$ cat config.mk
export PLATFORM = sky130hd
export DESIGN_NAME = alu_issue_stage
export DESIGN_NICKNAME = d
export VERILOG_FILES = /design/src/rtl/alu_issue_stage.sv
export SDC_FILE = /design/constraint.sdc
export NUM_CORES = 1
export LEC_CHECK = 0
export CAP_MARGIN = 25
export CORE_MARGIN = 5
export CORE_UTILIZATION = 45
export CTS_CLUSTER_DIAMETER = 50
export DETAILED_ROUTE_END_ITERATION = 7
export GPL_ROUTABILITY_DRIVEN = 0
export PLACE_DENSITY_LB_ADDON = 0.15
export SETUP_SLACK_MARGIN = 0.3
export SYNTH_ARGS = -nofsm -noshare
export SYNTH_HDL_FRONTEND = slang
export SYNTH_SLANG_ARGS = --single-unit
$ cat constraint.sdc
create_clock -name clk -period 2.4 [get_ports clk]
set_clock_uncertainty 0.15 [all_clocks]
set_input_delay 0.48 -clock clk [delete_from_list [all_inputs] [get_ports clk]]
set_output_delay 0.48 -clock clk [all_outputs]
set_load 0.1 [all_outputs]
$ cat src/rtl/alu_issue_stage.sv
// rtl/alu_issue_stage.sv - ALU issue stage: serial shifter, or a single-cycle barrel shifter when SHIFT_FAST_EN is defined.
// Issues one operation at a time to an external combinational ALU and holds the result until writeback takes it.
module alu_issue_stage (
    input  logic        clk,
    input  logic        rst_n,
    input  logic        in_valid,
    output logic        in_ready,
    input  logic [4:0]  in_ctrl,
    input  logic [31:0] in_a,
    input  logic [31:0] in_b,
    input  logic [4:0]  in_rd,
    output logic [31:0] alu_l,
    output logic [31:0] alu_r,
    output logic [4:0]  alu_ctrl,
    input  logic [31:0] alu_result,
    output logic        out_valid,
    input  logic        out_ready,
    output logic [31:0] out_data,
    output logic [4:0]  out_rd,
    output logic        busy
);

    typedef enum logic [1:0] {
        IDLE  = 2'd0,
        EXEC  = 2'd1,
        SHIFT = 2'd2,
        DONE  = 2'd3
    } state_t;

    localparam logic [4:0] OP_SRA = 5'd7;
    localparam logic [4:0] OP_SRL = 5'd8;
    localparam logic [4:0] OP_SLL = 5'd9;

    state_t      state_q, state_d;
    logic [4:0]  ctrl_q, ctrl_d;
    logic [31:0] a_q, a_d;
    logic [31:0] b_q, b_d;
    logic [4:0]  rd_q, rd_d;
    logic [4:0]  cnt_q, cnt_d;
    logic [31:0] out_data_q, out_data_d;
    logic        accept;

    function automatic logic is_shift(input logic [4:0] c);
        return (c == OP_SRA) || (c == OP_SRL) || (c == OP_SLL);
    endfunction

    // One serial step; a_q doubles as the shift accumulator.
    function automatic logic [31:0] shift_one(input logic [4:0] c, input logic [31:0] v);
        logic [31:0] r;
        case (c)
            OP_SRA:  r = {v[31], v[31:1]};
            OP_SRL:  r = {1'b0, v[31:1]};
            OP_SLL:  r = {v[30:0], 1'b0};
            default: r = v;
        endcase
        return r;
    endfunction

`ifdef SHIFT_FAST_EN
    function automatic logic [31:0] barrel(input logic [4:0] c, input logic [31:0] v,
                                           input logic [4:0] sh);
        logic signed [31:0] sv;
        logic [31:0]        r;
        sv = v;
        case (c)
            OP_SRA:  r = sv >>> sh;
            OP_SRL:  r = v >> sh;
            OP_SLL:  r = v << sh;
            default: r = v;
        endcase
        return r;
    endfunction
`endif

    assign in_ready  = rst_n && (state_q == IDLE);
    assign accept    = in_valid && in_ready;
    assign out_valid = (state_q == DONE);
    assign busy      = (state_q != IDLE);
    assign out_data  = out_data_q;
    assign out_rd    = rd_q;
    assign alu_l     = (state_q == EXEC) ? a_q    : 32'd0;
    assign alu_r     = (state_q == EXEC) ? b_q    : 32'd0;
    assign alu_ctrl  = (state_q == EXEC) ? ctrl_q : 5'd0;

    always_comb begin
        state_d    = state_q;
        ctrl_d     = ctrl_q;
        a_d        = a_q;
        b_d        = b_q;
        rd_d       = rd_q;
        cnt_d      = cnt_q;
        out_data_d = out_data_q;
        case (state_q)
            IDLE: begin
                if (accept) begin
                    ctrl_d = in_ctrl;
                    a_d    = in_a;
                    b_d    = in_b;
                    rd_d   = in_rd;
                    cnt_d  = in_b[4:0];
`ifdef SHIFT_FAST_EN
                    state_d = EXEC;
`else
                    state_d = is_shift(in_ctrl) ? SHIFT : EXEC;
`endif
                end
            end
            EXEC: begin
`ifdef SHIFT_FAST_EN
                out_data_d = is_shift(ctrl_q) ? barrel(ctrl_q, a_q, b_q[4:0]) : alu_result;
`else
                out_data_d = alu_result;
`endif
                state_d = DONE;
            end
            SHIFT: begin
                if (cnt_q != 5'd0) begin
                    a_d   = shift_one(ctrl_q, a_q);
                    cnt_d = cnt_q - 5'd1;
                end else begin
                    out_data_d = a_q;
                    state_d    = DONE;
                end
            end
            DONE: begin
                // Leaving DONE always passes through IDLE before the next accept.
                if (out_ready) begin
                    state_d = IDLE;
                end
            end
            default: state_d = IDLE;
        endcase
    end

    always_ff @(posedge clk or negedge rst_n) begin
        if (!rst_n) begin
            state_q    <= IDLE;
            ctrl_q     <= 5'd0;
            a_q        <= 32'd0;
            b_q        <= 32'd0;
            rd_q       <= 5'd0;
            cnt_q      <= 5'd0;
            out_data_q <= 32'd0;
        end else begin
            state_q    <= state_d;
            ctrl_q     <= ctrl_d;
            a_q        <= a_d;
            b_q        <= b_d;
            rd_q       <= rd_d;
            cnt_q      <= cnt_d;
            out_data_q <= out_data_d;
        end
    end

endmodule

==> impl_results.md, run 1 <==
- Status: completed
- Fin Hold WS: 25.21 ps
- Avg Vias per Cell: around 5.4
- Period minus WS final: approximately 2300 ps
- TritonCTS Sinks: ~110
- Cell accounting for the most synthesized area: dfrtp_1
- H-Tree Level Count: 4
- Share of post-route cells with drive strength above 1: about two fifths
- Routed wirelength normalized by instance count: 19.72 um
- Syn Inst Count: 618
- Via count of the routed design: 5,718
- IO Count: ~220
- Post-synth cell types: 34
- Worst slew margin relative to its limit: about 58%
- Area share of the largest cell type after synthesis: 46.44%
- Crit path arrival time: 1720 ps
- Library cell used as clock root buffer: clkbuf_16
- Post-Layout Inst Area: 10,620 um^2
- Placed instance area: slightly above 9000 um^2
- Sequential-to-total area share from yosys stat: 46.44%
- Die Outline Area: ~16,000 um^2
- Setup violation total in the final timing report: 0
- Crit path kind: flip-flop to output pin
- Fill cell count: slightly above 800
- Capture point of the worst reg-to-reg path: a_q[7]
- Netlist area before placement: about 6100 um^2
- Kind of path behind the tightest hold check: input port to asynchronous set/reset pin
- Data required time at the worst endpoint: about 1800 ps
- Largest net degree at the start of global routing: 63
- Number of cell instances on the worst register-to-register path: 11
- Maximum net fanout on the critical path: 14
- Hold Vio Cnt, Final: 0
- Worst Tran Pin Value: between 600 and 700 ps
- Initial antenna violation count: 0
- Syn. warnings: 0
- Insertion delay of the later-clocked pin in the worst-skew pair: approximately 420 ps
- Endpoint type of the worst setup path: output pin
- # placed instances: between 900 and 1k
- Number of input and output port buffers inserted: 218
- Number of DRC violations after detailed routing: 0
- Fmax: between 400 and 500 MHz
- Synth-to-Final Area Change: 74.39%
- Number of global-route vias before repair: 5,935
- CP startpoint kind: flip-flop
- Worst reg2reg setup slack: approximately 110 ps
- Setup repair after global routing missed its margin: yes
- Non-filler cells, final: around 1.1k
- Number of nets in the final layout: slightly below 1k
- Violation count after the first detailed-route iteration: 430
- Die boundary height: 126.3 um
- Clock-pin slew on the worst setup and hold paths: roughly 50 ps
- Most frequent cells in the layout: 111 x dfrtp_1, 108 x clkdlybuf4s50_1, 82 x buf_12, 70 x and2_4, 69 x nand2_1
- Wire length of the first global-routing pass: between 30 and 40 mm
- Max-slew violation count: 0
- # rows: 42
- All-layer global routing usage: roughly a quarter
- Die boundary width: between 100 and 150 um
- Starting utilization of the core area: between 40 and 50%
- CTS Buffer Depth: 2
- Sum of net half-perimeters after detailed placement: between 10 and 15 mm
- Fin crit share: ~98%
- Commonest non-fill, non-tap cell in the layout: dfrtp_1
- Number of violations of the max-capacitance limit: 0
- Residual overflow from global routing: 0
- Synth Register Bits: between 100 and 150
- Post-synthesis area per instance: about 9.9 um^2
- Post-DRT Antenna Nets: 0
- Total detailed-routing wirelength: 20.84 mm
- Standard cell core area: 13,240 um^2
- Diode count: 0
- TritonCTS clock tree: done
- RR Startpoint: cnt_q[1]
- Router iterations before antenna repair: 7
- Nets in the synthesized netlist: 734
- Synth top area cells: dfrtp_1 46%, mux2i_1 11%, mux2_2 7.8%
- CTS Buf Count: 17
- Final setup TNS: 0 ps
-- routing by layer --
layer  part of all wire, %  routed length (um)  GRT usage (%)
met1                    39                8039          29.79
met2                    52               10760          43.47
met3                   7.1                1481          7.692
met4                   2.7                 561          10.03
met5                     0                   0              0
-- Yosys cell counts --
cell type / count
a211o_1: 1
a21boi_0: 1
a21oi_1: 33
a222oi_1: 1
a22o_1: 1
a22oi_1: 2
a22oi_4: 1
and2_1: 70
and4b_1: 1
buf_1: 2
buf_12: 3
buf_2: 7
clkbuf_1: 34
dfrtp_1: 113
ha_1: 6
inv_1: 41
mux2_2: 42
mux2i_1: 68
nand2_1: 69
nand2b_1: 1
nand3_1: 1
nand4b_1: 1
nor2_1: 1
nor2b_1: 2
nor3_1: 1
nor3b_1: 1
nor4b_2: 1
nor4b_4: 1
o21ai_0: 64
o21ai_1: 8
o22ai_1: 35
or2_2: 3
or3b_1: 1
or4b_1: 1
-- worst max-delay path, stage by stage (launching register included) --
cell and delay [ps]:
dfrtp_1 440, ha_4 220, buf_12 150, buf_12 150, and2_4 170, buf_12 170
-- what timing repair did --
| action | in CTS | in global routing |
|---|---|---|
| hold buffers | 0 | 0 |
| cloned | 9 | 3 |
| resized for setup | 88 | 22 |
| pin swaps | 8 | 3 |
| buffers inserted | 20 | 11 |
| endpoints found under the setup margin | 124 | 139 |
-- kinds of logic after synthesis --
logic type                 after synthesis  synth area share (%)
AOI/OAI and AO/OA                      147                 13.40
DFF                                    113                 46.44
and+or+nand+nor                        155                 13.67
muxes                                  110                 18.95
adders and majority gates                6                 1.233
buffers and inverters                   87                 6.309
-- how the worst max path moves through the flow --
stage | from | to | slack (ps)
final | state_q[0] | alu_l[25] | 50
after floorplan | state_q[1] | alu_r[21] | 200
after detailed placement | in_valid | cnt_q[0] | 50
after CTS | state_q[0] | alu_l[7] | 30
after global placement | in_valid | a_q[24] | 170
after global routing | state_q[1] | alu_l[30] | 0.8
-- sequential cells by signal, summed over array words and instances (netlist names) --
name and flops:
state_q 2, out_rd 5, b_q 32, out_data 32, cnt_q 5, ctrl_q 5
a_q 32
-- cell type report --
class                           instances  area (um^2)  share of cell area [%]
Clock buffer                           22        474.2                   4.466
Clock inverter                         10        132.6                   1.249
Inverter                               41        156.4                   1.473
Multi-Input combinational cell        419         3182                   29.97
Sequential cell                       113         2830                   26.66
Tap cell                              176        220.2                   2.074
Timing Repair Buffer                  276         3622                   34.11
-- stage by stage --
stage	utilization, %	setup slack [ps]
after global routing	80.18	0.8313
final	80.18	50.67
after detailed placement	69.36	47.34
after CTS	78.57	33.04
after global placement	69.36	172.7
after floorplan	-	203.9
Power of run 1 is not shown: default switching activity piles up to over one toggle a cycle in this logic, so the estimate is an artifact.
==> inputs of run 2 (changes only) <==
--- a/config.mk
+++ b/config.mk
@@ -9,5 +9,7 @@
 export CORE_MARGIN = 5
-export CORE_UTILIZATION = 45
+export CORE_UTILIZATION = 50
+export CTS_BUF_LIST = sky130_fd_sc_hd__clkbuf_8
 export CTS_CLUSTER_DIAMETER = 50
 export DETAILED_ROUTE_END_ITERATION = 7
+export DONT_BUFFER_PORTS = 1
 export GPL_ROUTABILITY_DRIVEN = 0
==> constraint.sdc (replaced) <==
create_clock -name clk -period 2.4 [get_ports clk]
set_clock_uncertainty 0.15 [all_clocks]
set_input_delay 0.24 -clock clk [delete_from_list [all_inputs] [get_ports clk]]
set_output_delay 0.24 -clock clk [all_outputs]
set_load 0.1 [all_outputs]
==> impl_results.md, run 2 (synthesis results as in run 1) <==
- Max-slew violation count: 0 (unchanged)
- Number of cell instances on the worst register-to-register path: 6 (-5)
- All-layer global routing usage: 28.01% (+2.7 points)
- Violation count after the first detailed-route iteration: 503 (+17%)
- Commonest non-fill, non-tap cell in the layout: dfrtp_1
- Period minus WS final: 2185 ps (-163.9 ps)
- Wire length of the first global-routing pass: 31.96 mm (about the same)
- Number of global-route vias before repair: 5,969 (+0.57%)
- Number of input and output port buffers inserted: 0 (-100%)
- Hold Vio Cnt, Final: 113 (+113)
- TritonCTS Sinks: 113 (unchanged)
- Capture point of the worst reg-to-reg path: a_q[6]
- CP startpoint kind: flip-flop
- Setup violation total in the final timing report: 0 (unchanged)
- Maximum net fanout on the critical path: 30 (+16)
- Worst Tran Pin Value: 931.6 ps (+301.0 ps)
- Number of buffers inserted by hold repair at cts: 106 (+106)
- Post-DRT Antenna Nets: 0 (unchanged)
- Status: finished with violations
- Starting utilization of the core area: 50.90% (+4.9 points)
- TritonCTS clock tree: done
- Die boundary width: 120.3 um (-4.7%)
- Total detailed-routing wirelength: 21.45 mm (+2.9%)
- Most frequent cells in the layout: 108 x dfrtp_1, 106 x dlygate4sd3_1, 74 x buf_12, 69 x nand2_1, 63 x o21ai_0
- Clock-pin slew on the worst setup and hold paths: 70 ps (+20 ps)
- Via count of the routed design: 5,720 (+0.035%)
- Number of nets in the final layout: 958 (-2.6%)
- Library cell used as clock root buffer: clkbuf_8
- Die Outline Area: 14,480 um^2 (-9.2%)
- CTS Buf Count: 17 (unchanged)
- # rows: 40 (-4.8%)
- Worst slew margin relative to its limit: 37.89% (-20 points)
- RR Startpoint: ctrl_q[1]
- H-Tree Level Count: 4 (unchanged)
- Endpoint type of the worst setup path: flip-flop
- Data required time at the worst endpoint: 2620 ps (+850 ps)
- Fin Hold WS: -656.6 ps (-681.8 ps)
- CTS Buffer Depth: 2 (unchanged)
- Crit path arrival time: 2400 ps (+680 ps)
- Kind of path behind the tightest hold check: input port to asynchronous set/reset pin
- Router iterations before antenna repair: 5 (-2)
- Fin crit share: 91.06% (-6.8 points)
- Routed wirelength normalized by instance count: 21.40 um (+8.5%)
- Synth-to-Final Area Change: 63.50%
- Standard cell core area: 11,960 um^2 (-9.7%)
- Die boundary height: 120.3 um (-4.7%)
- Setup repair after global routing missed its margin: yes
- Largest net degree at the start of global routing: 116 (+84%)
- Initial antenna violation count: 0 (unchanged)
- Share of post-route cells with drive strength above 1: 35.71% (-2.4 points)
- Residual overflow from global routing: 0 (unchanged)
- Avg Vias per Cell: 5.709 (+5.5%)
- Worst reg2reg setup slack: 210 ps (+100 ps)
- Fmax: 457.6 MHz (+7.5%)
- Number of DRC violations after detailed routing: 0 (unchanged)
- Number of violations of the max-capacitance limit: 0 (unchanged)
- Post-Layout Inst Area: 9955 um^2 (-6.2%)
- Final setup TNS: 0 ps (unchanged)
- Insertion delay of the later-clocked pin in the worst-skew pair: 450 ps (+30 ps)
- Violations in the final reports: hold timing
- Crit path kind: flip-flop to flip-flop
- Sum of net half-perimeters after detailed placement: 11.04 mm (-12%)
- IO Count: 219 (unchanged)
- Placed instance area: 7518 um^2 (-18%)
run 2: cell count changes in the layout (fill, tap and decap cells not counted), sizes merged:
cell / before / now
buf: 165 / 141
mux2i: 69 / 68
clkinvlp: 3 / 1
clkbuf: 25 / 23
diode: 0 / 1
dlygate4sd3: 0 / 106
clkdlybuf4s50: 108 / 0
bufbuf: 0 / 1
clkinv: 4 / 7
run 2: critical path: stages, from the launching register on:
cell and delay (ps):
dfrtp_2 440, buf_4 150, or4b_1 500, buf_4 250
o21ai_1 260, o22ai_1 180, mux2i_4 170
run 2: per-layer routing:
| metal | global-route usage (%) | vias to the layer above | part of all wire (%) |
|---|---|---|---|
| met5 | 0 | - | 0 |
| met3 | 7.671 | 66 | 7.4 |
| met4 | 11.97 | 0 | 3.7 |
| met2 | 48.68 | 283 | 53 |
| li1 | - | 2563 | - |
| met1 | 32.56 | 2808 | 36 |
run 2: timing repair:
item / 4_1_cts / 5_1_grt
endpoints found under the setup margin: 74 / 102
pin swaps: 3 / 3
gates cloned: 1 / 4
endpoints found under the hold margin: 224 / 113
gates resized for setup: 134 / 40
buffers inserted: 11 / 13
run 2: cell type report:
class	instances	area [um^2]
repair buffers	251	3206
multi-input cells	418	3161
flip-flops and latches	113	2834
fillers	643	2007
clock buffers	20	275.3
well taps	147	183.9
inverters	41	156.4
clock inverters	11	136.4
diodes	1	2.502
run 2: worst max-delay path by stage:
stage	from	cells after the start	slack, ps	to
finish	ctrl_q[1]	6	210	a_q[6]
global route	ctrl_q[1]	6	150	a_q[12]
CTS	state_q[1]	6	270	alu_l[10]
detailed placement	cnt_q[0]	6	150	state_q[1]
global placement	cnt_q[0]	6	270	state_q[1]
floorplan	state_q[1]	4	300	alu_ctrl[4]
run 2: per-stage QoR:
| step | setup WS [ps] | utilization [%] | instances |
|---|---|---|---|
| final | 214.6 | 83.22 | 1002 |
| after global routing | 147.4 | 83.20 | 1001 |
| after CTS | 269.9 | 80.45 | 984 |
| after detailed placement | 151.7 | 62.86 | 835 |
| after global placement | 266.1 | 62.86 | 835 |
| after floorplan | 302.4 | - | 618 |
Power of run 2 is left out for the same reason.
==> inputs of run 3 (changes only) <==
- SKIP_CTS_REPAIR_TIMING: default -> 1
==> impl_results.md, run 3 (synthesis results as in run 1) <==
- Maximum net fanout on the critical path: 8 (-73%)
- Library cell used as clock root buffer: clkbuf_8
- Kind of path behind the tightest hold check: input port to asynchronous set/reset pin
- CP startpoint kind: flip-flop
- Most frequent cells in the layout: 111 x dfrtp_1, 107 x dlygate4sd3_1, 74 x buf_12, 69 x nand2_1, 64 x o21ai_0
- Setup repair after global routing missed its margin: yes
- Largest net degree at the start of global routing: 116 (unchanged)
- Crit path arrival time: 2400 ps (about the same)
- Standard cell core area: 11,960 um^2 (unchanged)
- Die Outline Area: 14,480 um^2 (unchanged)
- Insertion delay of the later-clocked pin in the worst-skew pair: 440 ps (about the same)
- Share of post-route cells with drive strength above 1: 35.18% (-0.54 points)
- Wire length of the first global-routing pass: 25.64 mm (-20%)
- Non-filler cells, final: 997 (-0.50%)
- Worst slew margin relative to its limit: 36.78% (-1.1 points)
- Source of the critical timing path: cnt_q[1]
- Routed wirelength normalized by instance count: 21.69 um (+1.3%)
- Router iterations before antenna repair: 5 (unchanged)
- Synth-to-Final Area Change: 63.09%
- Commonest non-fill, non-tap cell in the layout: dfrtp_1
- Number of nets in the final layout: 954 (-0.42%)
- Fmax: 457.5 MHz (about the same)
- Number of violations of the max-capacitance limit: 0 (unchanged)
- IO Count: 219 (unchanged)
- Crit path kind: flip-flop to flip-flop
- Sum of net half-perimeters after detailed placement: 11.04 mm (unchanged)
- Hold Vio Cnt, Final: 113 (unchanged)
- Fin crit share: 91.08% (about the same)
- Endpoint type of the worst setup path: flip-flop
- Post-DRT Antenna Nets: 0 (unchanged)
- Fin Hold WS: -654.4 ps (+2.168 ps)
- Die boundary width: 120.3 um (unchanged)
- Worst Tran Pin Value: 948.2 ps (+16.63 ps)
- Period minus WS final: 2186 ps (+0.4400 ps)
- Diode count: 0 (-1)
- # rows: 40 (unchanged)
- Violation count after the first detailed-route iteration: 495 (-1.6%)
- TritonCTS Sinks: 113 (unchanged)
- Finished Core Util: 83.01% (-0.21 points)
- Status: finished with violations
- Total detailed-routing wirelength: 21.62 mm (+0.81%)
- Number of DRC violations after detailed routing: 0 (unchanged)
- Max-slew violation count: 0 (unchanged)
- Die boundary height: 120.3 um (unchanged)
- # placed instances: 835 (unchanged)
- Number of input and output port buffers inserted: 0 (unchanged)
- CTS Buffer Depth: 2 (unchanged)
- Starting utilization of the core area: 50.90% (unchanged)
- Clock-pin slew on the worst setup and hold paths: 70 ps (about the same)
- Number of global-route vias before repair: 4,856 (-19%)
- TritonCTS clock tree: done
- Violations in the final reports: hold timing
- All-layer global routing usage: 22.23% (-5.8 points)
- H-Tree Level Count: 4 (unchanged)
- Via count of the routed design: 5,705 (-0.26%)
- RR Startpoint: cnt_q[1]
- Data required time at the worst endpoint: 2610 ps (about the same)
- CTS Buf Count: 17 (unchanged)
- Setup violation total in the final timing report: 0 (unchanged)
- Initial antenna violation count: 0 (unchanged)
- Avg Vias per Cell: 5.722 (+0.24%)
- Residual overflow from global routing: 0 (unchanged)
## run 3: cell type report
type                            count  area (um^2)
Clock buffer                       20        275.3
Clock inverter                     11        136.4
Fill cell                         655         2032
Inverter                           41        156.4
Multi-Input combinational cell    418         3146
Sequential cell                   113         2830
Tap cell                          147        183.9
Timing Repair Buffer              247         3202
## run 3: final timing paths
| check | end | slack, ps | cells past startpoint |
|---|---|---|---|
| worst max-delay path | a_q[7] | 210 | 9 |
| worst min-delay path | b_q[5] | -650 | 0 |
| worst max register to register | a_q[7] | 210 | 9 |
| worst min register to register | out_data[16] | 330 | 2 |
| max in group asynchronous | ctrl_q[0] | 2570 | 0 |
| min in group clk | state_q[0] | 100 | 3 |
## run 3: critical path: stages, from the launching register on
cell	delay [ps]
dfrtp_1	360
inv_1	70
ha_2	190
nor4b_4	130
buf_4	160
a211o_1	300
a22oi_4	180
buf_12	150
buf_12	160
mux2i_2	230
## run 3: per-layer routing
layer | vias to the layer above | track usage, % | part of all wire, %
li1 | 2549 | - | -
met1 | 2820 | 27.59 | 38
met2 | 282 | 36.25 | 52
met3 | 54 | 8.045 | 7.5
met4 | 0 | 7.224 | 2.8
met5 | - | 0 | 0
## run 3: stage by stage
step                      setup TNS (ps)  setup WS [ps]  area (um^2)
after detailed placement               0          151.7         7518
after CTS                          -5868         -161.1         7930
after global routing                   0          154.6         9930
after global placement                 0          266.1         7518
after floorplan                        0          302.4         6101
final                                  0          214.2         9930
Power of run 3 is left out for the same reason.
==> edit 1, RTL diff (settings of run 3) <==
The option `SHIFT_FAST_EN` is turned on by a define.
--- a/src/rtl/alu_issue_stage.sv
+++ b/src/rtl/alu_issue_stage.sv
@@ -1,5 +1,7 @@
 // rtl/alu_issue_stage.sv - ALU issue stage: serial shifter, or a single-cycle barrel shifter when SHIFT_FAST_EN is defined.
 // Issues one operation at a time to an external combinational ALU and holds the result until writeback takes it.
+`define SHIFT_FAST_EN
+
 module alu_issue_stage (
     input  logic        clk,
     input  logic        rst_n,
Behaviour: not the same (a bounded check fails within 4 cycles, from zero or initial values and one cycle with rst_n low).
==> edit 1 against run 3 <==
  * The flow finishes with violations (design-rule violations, negative hold slack, negative setup slack)
  * Synthesized cell count is 110% higher
  * Sequential cell count is the same
  * Design area increased by 53%
  * Synthesized area is 64% higher
  * Setup slack worse by 0.42 ns
  * Utilization decreased by 5.4 points
  * Routed wire length is 120% higher
  * Highest routed layer unchanged
Power is left out: the tool's default activity adds up to more than one toggle a clock period on the data nets, which glitch-free logic cannot reach.
==> edit 1: results (changes against run 3) <==
Final layout
  • Ratio of cells with drive above 1 in the final layout: 36.98% (+1.8 points)

Critical path
  • WP data arrival: 2.79 ns (+0.39 ns)
  • Reg-to-Reg Start: b_q[0]
  • Worst r2r path cells: 7 (-2)
  • CP max-delay cell: dfrtp_4
  • Crit path largest cell delay: 0.53 ns (+0.17 ns)
  • Critical Path Fanout Max: 9 (+1)
  • R2R Path End: out_data[7]

Timing
  • # setup viols final: 25 (+25)
  • Hold Fails Final Rpt: 117 (+3.5%)
  • Setup TNS: -2.311 ns (-2.311 ns)
  • Setup WS post-layout: -0.2051 ns (-0.4193 ns)
  • Least-Margin Pin Slew: 0.9267 ns (-0.02158 ns)
  • Worst hold slack: -0.7007 ns (-0.04628 ns)

Place
  • Setup WS pre-CTS: -0.2467 ns (-0.3984 ns)

Drt
  • Routed wire length: 47100 um (+120%)
  • Initial DRT Pass Iterations: 8 (+3)
  • WL met2: 19690 um (+75%)
  • Metal-1 WL: 16890 um (+110%)
  • Wire per inst: 25.28 um (+17%)
  • Residual DRC: 102 (+102)
  • Routed vias/inst: 6.658 (+16%)
  • DR WL met3: 6928 um (+330%)

Logic synthesis
  • Synth cell types: 80 (+140%)
  • Most frequent cells after synthesis: 286 x nand2_1, 116 x a21oi_1, 113 x dfrtp_1
  • Syn Nets: 1404 (+91%)
  • Top cells by area, synth: dfrtp_1 28%, nand2_1 11%, a21oi_1 5.8%
  • Compound-Gate Fraction of Synth Area: 22.68% (+9.3 points)
  • Seq/Total Area, Yosys: 28.33% (-18 points)
  • Adder-Cell Fraction of Synth Area: 0.8775% (-0.36 points)
  • Post-synthesis mux area share: 16.99% (-2.0 points)

GRT
  • Wire length of the first global-routing pass: 63580 um (+150%)
  • GRT Total Usage: 36.57% (+14 points)
  • Vias in the first global route: 10870 (+120%)
  • Pin count of the biggest net entering global routing: 117 (+0.86%)

Run status
  • Violated checks: design-rule violations, negative hold slack, negative setup slack
  • Outcome: finished with violations

Clock tree
  • Clock latency on the worst-skew pair: 0.48 ns (+0.04 ns)
==> edit 1: worst max path at each step <==
stage / from / endpoint / slack [ns]
5_1_grt: b_q[0] / out_data[25] / -0.27
2_1_floorplan: b_q[0] / out_data[7] / 0.15
4_1_cts: cnt_q[1] / out_data[18] / -0.36
3_3_place_gp: b_q[0] / out_data[7] / -0.25
3_5_place_dp: b_q[0] / out_data[7] / -0.25
6_report: b_q[0] / out_data[7] / -0.21
==> edit 1: layout make-up <==
| cell class | instances | area (um2) |
|---|---|---|
| flip-flops and latches | 113 | 2835 |
| clock inverters | 13 | 175.2 |
| clock buffers | 18 | 247.7 |
| fillers | 1308 | 4392 |
| well taps | 265 | 331.6 |
| repair buffers | 417 | 4453 |
| multi-input cells | 1020 | 7084 |
| inverters | 17 | 71.32 |
==> edit 1: logic make-up (layout without fill, tap and decap cells) <==
| kind of cell | after synthesis | in the layout |
|---|---|---|
| simple gates | 531 | 531 |
| compound gates | 358 | 358 |
| buf+inv | 154 | 465 |
| mux | 124 | 124 |
| flops | 113 | 113 |
| fa+ha+maj | 7 | 7 |
==> edit 1: critical path, delay by kind of cell, from the launching register on <==
family          cells  cell delay, ns
flops               1            0.53
mux                 2            0.89
simple gates        2            0.22
buf+inv             1            0.17
compound gates      2            0.52
==> edit 1: layer usage <==
layer | GRT usage [%] | vias up
met4 | 19.08 | 0
met2 | 52.92 | 1153
met5 | 0 | -
met3 | 14.78 | 344
li1 | - | 5189
met1 | 46.79 | 5718
==> edit 2, RTL diff (flow settings as in run 3) <==
Without the edit above. `b_q` no longer has a reset.
--- a/src/rtl/alu_issue_stage.sv
+++ b/src/rtl/alu_issue_stage.sv
@@ -137,7 +137,6 @@
             state_q    <= IDLE;
             ctrl_q     <= 5'd0;
             a_q        <= 32'd0;
-            b_q        <= 32'd0;
             rd_q       <= 5'd0;
             cnt_q      <= 5'd0;
             out_data_q <= 32'd0;
@@ -145,12 +144,15 @@
             state_q    <= state_d;
             ctrl_q     <= ctrl_d;
             a_q        <= a_d;
-            b_q        <= b_d;
             rd_q       <= rd_d;
             cnt_q      <= cnt_d;
             out_data_q <= out_data_d;
         end
     end
 
+    always_ff @(posedge clk) begin
+        b_q <= b_d;
+    end
+
 endmodule
 
Behaviour: no difference found for any inputs over 4 cycles, from zero or initial values and one cycle with rst_n low; that may be too few to reach the edited logic, so the function may still have changed.
==> edit 2 against run 3 <==
  * The flow still finishes with violations (negative hold slack)
  * Design area is 0.38% lower
  * Fmax is 0.32% lower
  * Routed wire length is 2.5% higher
  * Setup slack worse by 0.0069 ns
  * Global-route usage hardly changed
  * Synthesized area is 4.0% lower
  * Sequential share of layout area is 1.7 points higher
  * Utilization is 3.6 points higher
  * Sequential cell count stayed put
  * Critical path type unchanged
  * Largest cell class unchanged
Power is left out: the tool's default activity adds up to more than one toggle a clock period on the data nets, which glitch-free logic cannot reach.
==> edit 2: results (changes against run 3) <==
Run status
  • Outcome: finished with violations
  • Violated checks: negative hold slack

Critical path
  • CP max-delay cell: dfrtp_1
  • Critical Path Fanout Max: 7 (-1)
  • Crit path largest cell delay: 0.39 ns (+0.03 ns)
  • R2R Path End: a_q[14]
  • WP data arrival: 2.40 ns (about the same)

Drt
  • Vias: 5590 (-2.0%)
  • Wire per inst: 22.92 um (+5.7%)
  • Drt initial violations: 424 (-14%)

Timing
  • Max Clk Rate: 0.4561 GHz (-0.32%)
  • Worst hold slack: -0.6725 ns (-0.01816 ns)
  • Least-Margin Pin Slew: 0.9203 ns (-0.02793 ns)
  • Hold Fails Final Rpt: 81 (-28%)

GRT
  • Pin count of the biggest net entering global routing: 88 (-24%)
  • Vias in the first global route: 4609 (-5.1%)
  • GRT Total Usage: 22.27% (+0.045 points)
  • Wire length of the first global-routing pass: 25040 um (-2.3%)

Final layout
  • Non-clock buffer share: 33.39% (+1.1 points)
  • Number of non-clock buffers: 254 (+2.8%)
  • Multi-input combinational gate total: 383 (-8.4%)
  • Filler Cells Inserted: 528 (-19%)
  • Ratio of cells with drive above 1 in the final layout: 33.86% (-1.3 points)
  • Nonclk inv count: 42 (+2.4%)
  • FF/Latch Area: 2992 um2 (+5.7%)
  • Final net count: 927 (-2.8%)
  • Fraction of area in multi-input gates: 27.98% (-3.7 points)
  • ClkCell Share: 4.920% (+0.77 points)
  • Final instance area: 9892 um2 (-0.38%)

Logic synthesis
  • Post-Syn Instances: 580 (-6.1%)
  • Post-synthesis async set-or-reset flop share: 71.68% (-28 points)
  • Number of flops mapped to enable cells by yosys: 32 (+32)
  • Seq/Total Area, Yosys: 51.12% (+4.7 points)

Clock tree
  • Clock latency on the worst-skew pair: 0.46 ns (+0.02 ns)

Place
  • Post-DP HPWL: 11120 um (+0.71%)
  • Setup WS pre-CTS: 0.1984 ns (+0.04671 ns)
  • Inst Count DP: 797 (-4.6%)
  • Placed cell area: 7696 um2 (+2.4%)
edit 2: cell count changes in the layout (fill, tap and decap cells not counted), sizes merged, moves of 5 or more:
cell,delta
dfrtp,-32
nand2,-5
mux2,-31
buf,+6
edfxtp,+32
o21ai,-5
edit 2: per-layer routing:
| metal | global-route usage [%] | vias up | share of wire (%) |
|---|---|---|---|
| li1 | - | 2465 | - |
| met1 | 27.18 | 2747 | 36 |
| met2 | 35.37 | 330 | 52 |
| met3 | 9.659 | 48 | 8.8 |
| met4 | 7.670 | 0 | 2.9 |
| met5 | 0 | - | 0 |
edit 2: kinds of logic (layout without fill, tap and decap cells):
family                   count (synthesis)  count (layout)  share of synthesized area, %
AND/OR/NAND/NOR                        152             152                         13.89
AO/OA/AOI/OAI                          146             146                         14.07
buffers and inverters                   84             328                         5.866
adder cells (fa/ha/maj)                  6               6                         1.284
flip-flops                             113             113                         51.12
multiplexers                            79              79                         13.77
